### config.mk
export PLATFORM = sky130hd
export DESIGN_NAME = seq_accumulator
export DESIGN_NICKNAME = d
export VERILOG_FILES = /design/src/rtl/seq_accumulator.sv
export SDC_FILE = /design/constraint.sdc
export NUM_CORES = 1
export LEC_CHECK = 0
export ABC_AREA = 1
export CORE_MARGIN = 8
export CORE_UTILIZATION = 51
export CTS_CLUSTER_SIZE = 14
export DETAILED_ROUTE_END_ITERATION = 8
export PLACE_DENSITY_LB_ADDON = 0.12
export SYNTH_ARGS = -nofsm -noshare
export SYNTH_HDL_FRONTEND = slang
export SYNTH_HIERARCHICAL = 1
export SYNTH_SLANG_ARGS = --single-unit
### constraint.sdc
create_clock -name clk -period 2.6 [get_ports clk]
set_input_delay 0.52 -clock clk [delete_from_list [all_inputs] [get_ports clk]]
set_output_delay 0.52 -clock clk [all_outputs]
set_load 0.02 [all_outputs]
### src/rtl/seq_accumulator.sv
// seq_accumulator: steps through a constant digit sequence and adds each
// digit into a running sum that either wraps or saturates. Tracks a sticky
// overflow flag, a one-cycle end-of-pass pulse and a saturating pass count.
// A small checker module holding the design invariants follows the top.

module seq_accumulator #(
    parameter int WIDTH   = 8,
    parameter int DIGIT_W = 4,
    parameter int DEPTH   = 8,
    parameter logic [DEPTH*DIGIT_W-1:0] SEQ = 32'h8702_3114
) (
    input  logic                     clk,
    input  logic                     reset,
    input  logic                     en,
    input  logic                     clr,
    input  logic                     sat_mode,
    output logic [DIGIT_W-1:0]       digit,
    output logic [$clog2(DEPTH)-1:0] idx,
    output logic [WIDTH-1:0]         sum,
    output logic                     ovf,
    output logic                     seq_wrap,
    output logic [7:0]               pass_cnt
);

    localparam int IDX_W = $clog2(DEPTH);
    localparam logic [IDX_W-1:0] LAST_IDX = IDX_W'(DEPTH - 1);
    localparam logic [IDX_W-1:0] IDX_ONE  = IDX_W'(1'b1);
    localparam logic [7:0]       PASS_MAX = 8'hFF;

    // Sequence lookup written as a compare loop so that non-power-of-two
    // DEPTH values never index past the end of SEQ.
    function automatic logic [DIGIT_W-1:0] digit_at(input logic [IDX_W-1:0] pos);
        logic [DIGIT_W-1:0] r;
        r = SEQ[DIGIT_W-1:0];
        for (int i = 0; i < DEPTH; i++) begin
            if (pos == IDX_W'(i)) begin
                r = SEQ[i*DIGIT_W +: DIGIT_W];
            end else begin
                r = r;
            end
        end
        return r;
    endfunction

    logic [WIDTH-1:0]   sum_r, sum_n_s;
    logic [IDX_W-1:0]   idx_r, idx_n_s;
    logic               ovf_r, ovf_n_s;
    logic               wrap_r, wrap_n_s;
    logic [7:0]         pass_r, pass_n_s;
    logic [DIGIT_W-1:0] digit_s;
    logic [WIDTH:0]     ext_s;

    // Current digit and the one-bit-wider sum used to detect carry out.
    always_comb begin
        digit_s = digit_at(idx_r);
        ext_s   = {1'b0, sum_r} + {{(WIDTH + 1 - DIGIT_W){1'b0}}, digit_s};
    end

    // Next-state logic: clr beats en, en beats hold.
    always_comb begin
        sum_n_s  = sum_r;
        idx_n_s  = idx_r;
        ovf_n_s  = ovf_r;
        wrap_n_s = 1'b0;
        pass_n_s = pass_r;
        if (clr) begin
            sum_n_s  = {WIDTH{1'b0}};
            idx_n_s  = {IDX_W{1'b0}};
            ovf_n_s  = 1'b0;
            pass_n_s = 8'h00;
        end else if (en) begin
            if (ext_s[WIDTH]) begin
                ovf_n_s = 1'b1;
                if (sat_mode) begin
                    sum_n_s = {WIDTH{1'b1}};
                end else begin
                    sum_n_s = ext_s[WIDTH-1:0];
                end
            end else begin
                sum_n_s = ext_s[WIDTH-1:0];
            end
            if (idx_r == LAST_IDX) begin
                idx_n_s  = {IDX_W{1'b0}};
                wrap_n_s = 1'b1;
                if (pass_r != PASS_MAX) begin
                    pass_n_s = pass_r + 8'd1;
                end else begin
                    pass_n_s = pass_r;
                end
            end else begin
                idx_n_s = idx_r + IDX_ONE;
            end
        end else begin
            sum_n_s = sum_r;
            idx_n_s = idx_r;
        end
    end

    // State register with asynchronous active-low reset.
    always_ff @(posedge clk or negedge reset) begin
        if (!reset) begin
            sum_r  <= {WIDTH{1'b0}};
            idx_r  <= {IDX_W{1'b0}};
            ovf_r  <= 1'b0;
            wrap_r <= 1'b0;
            pass_r <= 8'h00;
        end else begin
            sum_r  <= sum_n_s;
            idx_r  <= idx_n_s;
            ovf_r  <= ovf_n_s;
            wrap_r <= wrap_n_s;
            pass_r <= pass_n_s;
        end
    end

    assign digit    = digit_s;
    assign idx      = idx_r;
    assign sum      = sum_r;
    assign ovf      = ovf_r;
    assign seq_wrap = wrap_r;
    assign pass_cnt = pass_r;

    seq_accumulator_chk #(
        .DEPTH (DEPTH)
    ) u_chk (
        .clk      (clk),
        .reset    (reset),
        .clr      (clr),
        .idx      (idx_r),
        .ovf      (ovf_r),
        .seq_wrap (wrap_r)
    );

endmodule

// Design invariants: index range, sticky overflow, single-cycle wrap pulse.
module seq_accumulator_chk #(
    parameter int DEPTH = 8
) (
    input logic                     clk,
    input logic                     reset,
    input logic                     clr,
    input logic [$clog2(DEPTH)-1:0] idx,
    input logic                     ovf,
    input logic                     seq_wrap
);

    a_idx_range: assert property (@(posedge clk) disable iff (!reset)
        idx <= ($clog2(DEPTH))'(DEPTH - 1));

    a_ovf_sticky: assert property (@(posedge clk) disable iff (!reset)
        (ovf && !clr) |=> ovf);

    a_wrap_pulse: assert property (@(posedge clk) disable iff (!reset)
        seq_wrap |=> !seq_wrap);

endmodule
Word-level counts from Yosys, hierarchy flattened
Cells that the tools add are included.
{"block": "word_totals", "reg_bits": 21, "wordCells": 46}
{"block": "classes", "addsub": 3, "eq_ne": 8, "mux": 24, "n_reduce_logical": 6}
{"cell": "two-way mux 8 bit", "count": 8}
{"cell": "two-way mux 4 bit", "count": 5}
{"cell": "two-way mux 3 bit", "count": 5}
{"cell": "equality test 3 bit (second input constant)", "count": 4}
{"cell": "adder 8 x 4 -> 9 bit", "count": 1}
{"cell": "adder 8 x 1 -> 8 bit (second input constant)", "count": 1}
{"cell": "!= test 8 bit (second input constant)", "count": 1}
{"cell": "nonzero test 2 bit", "count": 4}
{"cell": "equality test 3 x 2 -> 1 bit (second input constant)", "count": 2}
{"cell": "two-way mux 1 bit", "count": 6}
{"cell": "adder 3 x 1 -> 3 bit (second input constant)", "count": 1}
{"cell": "equality test 3 x 1 -> 1 bit (second input constant)", "count": 1}
{"cell": "AND reduction 3 bit", "count": 1}
{"cell": "AND reduction 2 bit", "count": 1}

Logic depth before layout (Yosys ltp)
Gate-level depths: netlist of run 1.
{"block": "depth", "ltp_word": 13, "ltp_mapped": 15, "ltp_nobuf": 15}

Worst setup path after synthesis of run 1
OpenSTA, ideal clock, no wires.
{"block": "synth_path", "path_type": "flip-flop to flip-flop", "from": "register idx_r[0], in the netlist idx[0]", "to": "register sum_r[4], in the netlist sum[4]", "arrival_time_ns": 2.462, "required_ns": 2.474, "slack_ns": 0.012, "path_stages_with_launch": 14, "period_less_slack_ns": 2.588, "cell_sequence": "dfrtp_1 > inv_1 > ha_1 > or2_1 > o31ai_1 > nand3b_1 > a21oi_1 > ha_1 > nand3_1 > nand3_2 > xor2_1 > nand2_1 > nand2_1 > o21ai_0"}
{"block": "synth_via", "elab_chain_cells": 13, "elab_cells_between_ends": 19, "classes_between": "1 x add/sub; 7 x eq/ne; 11 x mux"}
{"element": "from (decl)", "line": "46", "rtl": "logic [IDX_W-1:0] idx_r, idx_n_s;"}
{"element": "from (signal assigned)", "line": "103", "rtl": "idx_r <= {IDX_W{1'b0}};"}
{"element": "from (signal assigned)", "line": "109", "rtl": "idx_r <= idx_n_s;"}
{"element": "equality test 3 x 1 -> 1 bit", "line": "36", "rtl": "if (pos == IDX_W'(i)) begin"}
{"element": "two-way mux 3 bit (2 in a row)", "line": "36"}
{"element": "two-way mux 4 bit (4 in a row)", "line": "36"}
{"element": "two-way mux 4 bit *", "line": "36"}
{"element": "via digit[2]", "line": "17", "rtl": "output logic [DIGIT_W-1:0] digit,"}
{"element": "adder 8 x 4 -> 9 bit *", "line": "56", "rtl": "ext_s = {1'b0, sum_r} + {{(WIDTH + 1 - DIGIT_W){1'b0}}, digit_s};"}
{"element": "two-way mux 8 bit", "line": "74", "rtl": "if (sat_mode) begin"}
{"element": "two-way mux 8 bit *", "line": "72", "rtl": "if (ext_s[WIDTH]) begin"}
{"element": "two-way mux 8 bit *", "line": "71", "rtl": "end else if (en) begin"}
{"element": "two-way mux 8 bit *", "line": "66", "rtl": "if (clr) begin"}
{"element": "to (signal assigned)", "line": "102", "rtl": "sum_r <= {WIDTH{1'b0}};"}
{"element": "to (signal assigned)", "line": "108", "rtl": "sum_r <= sum_n_s;"}
{"element": "to (decl)", "line": "45", "rtl": "logic [WIDTH-1:0] sum_r, sum_n_s;"}
The timed path passes the listed nets; every way through them passes the cells marked *. The select of a mux whose other input is x is not followed.
A chain may end at the register's enable or synchronous reset.

Worst setup path after layout of run 1
{"block": "layout_path", "from": "register idx_r[1], in the netlist idx[1]", "to": "output digit[3]"}
{"block": "layout_via", "elab_chain_cells": 5, "elab_cells_between_ends": 8, "classes_between": "4 x eq/ne; 4 x mux"}
{"element": "equality test 3 bit", "line": "36"}
{"element": "two-way mux 4 bit (3 in a row)", "line": "36"}
{"element": "two-way mux 4 bit *", "line": "36"}
{"element": "to (decl)", "line": "17"}
Every way passes the cells marked *; elsewhere a longest branch is shown, timed or not.

==> reports/qor.csv, run 1 <==
metric,value,unit
finalCriticalPeriod,2490,ps
pre_cts_ws,122,ps
yosysWarnings,6,
nets,240,
antenna_left,0,
grt_pass1_wl,6.09,mm
finalSetupTns,0,ps
grt_usage,0.150,
worstPathRequired,2080,ps
rows,19,
yosysSeqAreaShare,0.366,
max-slew-margin-rel,0.760,
core_area,2710,um2
cts_resized,2,
drive_gt1_frac,0.0946,
antenna_found_initial,0,
final_cells,253,
grt_pass1_vias,1345,
htreeDepth,1,
ys_ff_latch,21,
cp_slowest_stage_delay,660,ps
p_leak,0.865,nW
drt_wl_total,3.42,mm
hpwl,2.62,mm
cts_setup_buffers,0,
whs,515,ps
setup_slack,106,ps
finalPower,0.664,mW
num_vias,1311,
hold_viol_final,0,
crit_path_frequent_cell,ha_1,
cts_sinks,21,
critical_path.startpoint_type,flip-flop,
synth.avg_cell_area,7.55,um2
clk_latency,330,ps
clkTransAtPathRegs,120,ps
synth_cells,190,
synth_nets,207,
grt_overflow,0,
critPathKind,flip-flop to output port,
io_buffers,29,
die_w,69.0,um
p_per_area,372,nW/um2
grt_max_degree,22,
start_util,0.529,
routed_via_density,5.18,
path_buf_inv,1,
finalCritPeriodShare,0.959,
postCtsHoldBufs,0,
die_y,69.0,um
min_path_type,input port to asynchronous set/reset pin,
worst-path-max-fanout,6,
cp_slowest_cell,clkdlybuf4s50_1,
cts_buffers,3,
antenna_cells,0,
path_cells,ha_1 -> ha_1 -> clkdlybuf4s50_1,
cp_top_family,buffers and inverters,
ios,30,
placed_cells,249,
cts_max_path_buffers,2,
netlist_area,1430,um2
firstDrtPassIters,4,
tightest_slew,356,ps
skew,2.28,ps
die_area,4760,um2
max_freq,401,MHz
setup_viol,0,
yosysUniqueCellTypes,31,
report.final.slew_viol_count,0,
place_congestion,0.787,
cap_violations,0,
rsz0062_at_grt,false,
cts_tree,done,
drc,0,
end_kind,output port,
cp_data_arrival_time,1970,ps
drt_iter0_markers,40,
peakVddDrop,275,uV
wl_per_cell,13.5,um
syn_to_final_growth,24.3,%
cts_root_buf,clkbuf_4,
status,finished clean,
-- synth_stat cells, drive strengths merged --
cell | n | area share
a21oi | 7 | 0.024
a31oi | 1 | 0.0044
and2 | 1 | 0.0044
buf | 2 | 0.011
dfrtp | 21 | 0.37
fa | 1 | 0.014
ha | 11 | 0.096
inv | 27 | 0.071
nand2 | 60 | 0.16
nand3 | 21 | 0.084
nand3b | 1 | 0.0052
nand4 | 2 | 0.019
nor2 | 13 | 0.043
nor3 | 1 | 0.0035
o211ai | 1 | 0.0052
o21ai | 12 | 0.045
o21bai | 1 | 0.0052
o22ai | 1 | 0.0044
o31ai | 1 | 0.0052
or2 | 2 | 0.0087
xnor2 | 2 | 0.012
xor2 | 1 | 0.0061
-- registers in the layout, summed over array words and instances, names as in the netlist --
signal / flops
sum: 8
pass_cnt: 8
idx: 3
seq_wrap: 1
ovf: 1
-- layer usage --
layer,vias to the layer above,track usage,wire [um]
li1,675,-,-
met1,600,0.169,1540
met2,31,0.247,1560
met3,5,0.0529,253
met4,0,0.0683,70
met5,-,0,0
-- kinds of logic after synthesis --
logic type               synth area share
flip-flops                          0.366
AND/OR/NAND/NOR                     0.330
XOR/XNOR                           0.0183
adder cells (fa/ha/maj)             0.110
buffers and inverters              0.0820
AO/OA/AOI/OAI                      0.0934
-- final timing paths --
check	cells after the start	to	slack, ps	from
hold / removal	2	pass_cnt[3]	520	reset
setup reg to reg	12	sum[4]	250	idx[0]
max in group asynchronous	2	pass_cnt[6]	1870	reset
hold reg to reg	2	ovf	530	ovf
min in group clk	2	ovf	530	ovf
setup / recovery	3	digit[3]	110	idx[1]
-- worst reg2reg max path: stages (launching register included) --
cell	delay, ps
dfrtp_1	430
inv_2	90
ha_1	190
or2_1	240
o211ai_1	100
a21oi_2	110
fa_1	470
nand3_1	130
nand3_2	140
xor2_1	160
nand2_1	60
nand2_1	50
o21ai_0	70
-- power breakdown --
part           internal, mW  switching, mW  total, mW  leakage, nW
clock network        0.0579          0.113      0.171       0.0177
registers             0.336         0.0102      0.346        0.290
logic                0.0614         0.0855      0.147        0.557
total                 0.455          0.209      0.664        0.865
-- cells in the final DEF (no fill, tap or decap), drive strengths merged, types with 2 or more instances in the layout --
cell type and n:
nand2 60, or2 2, dfrtp 21, a21oi 7, clkbuf 4, nand4 2
inv 27, nor2 13, ha 11, o21ai 12, clkdlybuf4s50 27, xnor2 2
nand3 21
-- per-stage QoR --
step | utilization | cell area (um2)
global placement | 0.647 | 1750
detailed placement | 0.647 | 1750
global route | 0.658 | 1780
CTS | 0.657 | 1780
finish | 0.658 | 1780
floorplan | - | 1430
-- cell type report --
cell class                 count  area (um2)
fill                         253         927
multi-input combinational    140         798
sequential                    21         526
timing repair buffer          30         292
inverter                      27         101
tap                           31        38.8
clock buffer                   3        22.5
clock inverter                 1        5.00
Power figures use the tool's default switching activity.
==> run 2: changes to the inputs <==
ABC_AREA = unset   (was 1)
CAP_MARGIN = 20   (was unset)
CORE_UTILIZATION = 49   (was 51)
GPL_TIMING_DRIVEN = 0   (was unset)
==> run 2 against run 1 <==
Compared with the run above:
- register-to-register slack got worse by 140 ps
- global-route usage fell by 0.36 points
- count of clock-buffer cells in the layout is the same
- die area is 5.0% lower
- largest cell class unchanged
- sequential power grew 2%
- highest routed layer unchanged
==> reports/qor.csv, run 2 <==
metric,value,unit
status,finished clean,
cts_buffers,3,
start_util,0.520,
grt_max_degree,22,
synth_nets,153,
routed_via_density,5.73,
cp_slowest_stage_delay,450,ps
cts_root_buf,clkbuf_4,
p_per_area,412,nW/um2
end_kind,output port,
min_path_type,flip-flop to flip-flop,
tightest_slew,509,ps
cts_sinks,21,
core_area,2480,um2
report.final.slew_viol_count,0,
cts_tree,done,
cp_slowest_cell,dfrtp_2,
hold_start,ovf,
rsz0062_at_grt,false,
grt_overflow,0,
max_freq,402,MHz
path_cells,buf_4 -> ha_1 -> inv_1 -> a21oi_1 -> a211oi_4 -> dlygate4sd2_1,
peakVddDrop,425,uV
cp_data_arrival_time,1970,ps
ios,30,
grt_pass1_vias,1155,
placedInstanceArea,1640,um2
finalCriticalPeriod,2490,ps
io_buffers,28,
ys_async_sr_fraction,1.00,
setup_viol,0,
ys_ff_latch,21,
r2r_slack,110,ps
synth_top_area_share,0.408,
firstDrtPassIters,4,
grt_pass1_wl,5.32,mm
max-slew-margin-rel,0.661,
r2r_cells,10,
critical_path.startpoint_type,flip-flop,
drt_iter0_markers,72,
hpwl,2.32,mm
clkTransAtPathRegs,130,ps
antenna_cells,0,
drive_gt1_frac,0.179,
synth_edf_count,0,
synthFlopType,dfrtp_1,
drt_wl_total,3.35,mm
synth_top_area_cell,dfrtp_1,
clk_latency,310,ps
ys_top_cells_by_count,"21 x dfrtp_1, 18 x nor2_1, 13 x a21oi_1",
wl_per_cell,16.5,um
grt_usage,0.147,
drc,0,
layout_common_cells,"26 x clkdlybuf4s50_1, 18 x dfrtp_1, 17 x nor2_1, 10 x a21oi_1",
finalSetupTns,0,ps
die_area,4530,um2
cp_top_family,buffers and inverters,
place_congestion,0.759,
num_vias,1164,
p_leak,0.731,nW
final_common_cell,clkdlybuf4s50_1,
critPathKind,flip-flop to output port,
antenna_found_initial,0,
worst-path-max-fanout,5,
min_to,ovf,
synth.area.top_cells,"dfrtp_1 41%, ha_1 11%, nor2_1 5.2%, a21oi_1 5.0%, a211oi_1 3.5%",
yosysSeqAreaShare,0.408,
nets,191,
htreeDepth,1,
synth_cells,136,
hold_depth,2,
rows,18,
antenna_left,0,
syn_to_final_growth,37.6,%
skew,4.35,ps
die_w,67.3,um
path_buf_inv,3,
cap_violations,0,
netlist_area,1290,um2
cts_max_path_buffers,2,
r2r_end,sum[2],
synth.avg_cell_area,9.48,um2
finalCritPeriodShare,0.956,
synth.most_common_cell,dfrtp_1,
yosysUniqueCellTypes,39,
yosysWarnings,6,
design_area,1770,um2
r2r-start,idx[0],
die_y,67.3,um
worstPathRequired,2080,ps
hold_viol_final,0,
==> run 2: changes by cell type after synthesis, moves of 3 or more <==
cell,change
nor2_1,+8
mux2i_1,+3
clkbuf_1,+3
nand3_2,-3
a21oi_1,+6
nand2_1,-53
nand2_2,-3
nand3_1,-12
o21a_1,+3
a211oi_1,+6
o21ai_0,-7
inv_1,-19
==> run 2: repair_timing <==
action | CTS | global route
hold buffers | 0 | 0
gates resized for setup | 3 | 13
endpoints found under the setup margin | 5 | 10
pin swaps | 0 | 6
buffers inserted | 1 | 3
==> run 2: routing by layer <==
| metal | track usage | wire length [um] | up-vias |
|---|---|---|---|
| li1 | - | - | 560 |
| met1 | 0.177 | 1470 | 557 |
| met2 | 0.239 | 1640 | 43 |
| met3 | 0.0480 | 209 | 4 |
| met4 | 0.0522 | 26 | 0 |
| met5 | 0 | 0 | - |
==> run 2: how the worst max path moves through the flow <==
stage	start	endpoint	slack, ps	cells past startpoint
finish	idx[0]	digit[1]	110	6
CTS	idx[1]	digit[2]	10	6
global placement	idx[0]	digit[2]	60	6
global route	idx[0]	sum[5]	8	10
floorplan	idx[0]	sum[3]	6	10
detailed placement	idx[0]	sum[3]	40	10
==> run 2: cell families after synthesis <==
group / synth area share
AO/OA/AOI/OAI: 0.180
XOR/XNOR: 0.0272
adder cells (fa/ha/maj): 0.122
buffers and inverters: 0.0379
flip-flops: 0.408
multiplexers: 0.0233
AND/OR/NAND/NOR: 0.202
==> run 2: cell type report <==
| class | instances | area (um2) |
|---|---|---|
| Timing Repair Buffer | 33 | 329 |
| Sequential cell | 21 | 529 |
| Multi-Input combinational cell | 103 | 801 |
| Buffer | 4 | 18.8 |
| Tap cell | 30 | 37.5 |
| Clock buffer | 3 | 22.5 |
| Clock inverter | 1 | 5.00 |
| Inverter | 8 | 30.0 |
| Fill cell | 204 | 704 |
==> run 2: through the flow <==
| stage | utilization | worst slack (ps) | hold WS, ps | total power, mW | std cells |
|---|---|---|---|---|---|
| 3_5_place_dp | 0.661 | 35.9 | 494 | 0.532 | 194 |
| 3_3_place_gp | 0.661 | 56.9 | 505 | 0.524 | 194 |
| 5_1_grt | 0.716 | 8.26 | 560 | 0.760 | 203 |
| 2_1_floorplan | - | 5.54 | 224 | 0.464 | 136 |
| 4_1_cts | 0.674 | 11.2 | 537 | 0.695 | 199 |
| 6_report | 0.716 | 115 | 535 | 0.731 | 203 |
==> run 2: power by group <==
group / internal, mW / switching, mW
Sequential: 0.338 / 0.0158
Clock: 0.0575 / 0.107
Combinational: 0.0988 / 0.114
==> run 2: worst reg2reg max path, cell delays in order, from the launching register on <==
cell       delay [ps]
dfrtp_2           450
buf_4             160
ha_1              240
a2111oi_4         360
a21oi_2            70
nor2_2            160
ha_4              180
nand3_2           100
a211o_1           350
and2_4            180
a211oi_2          170
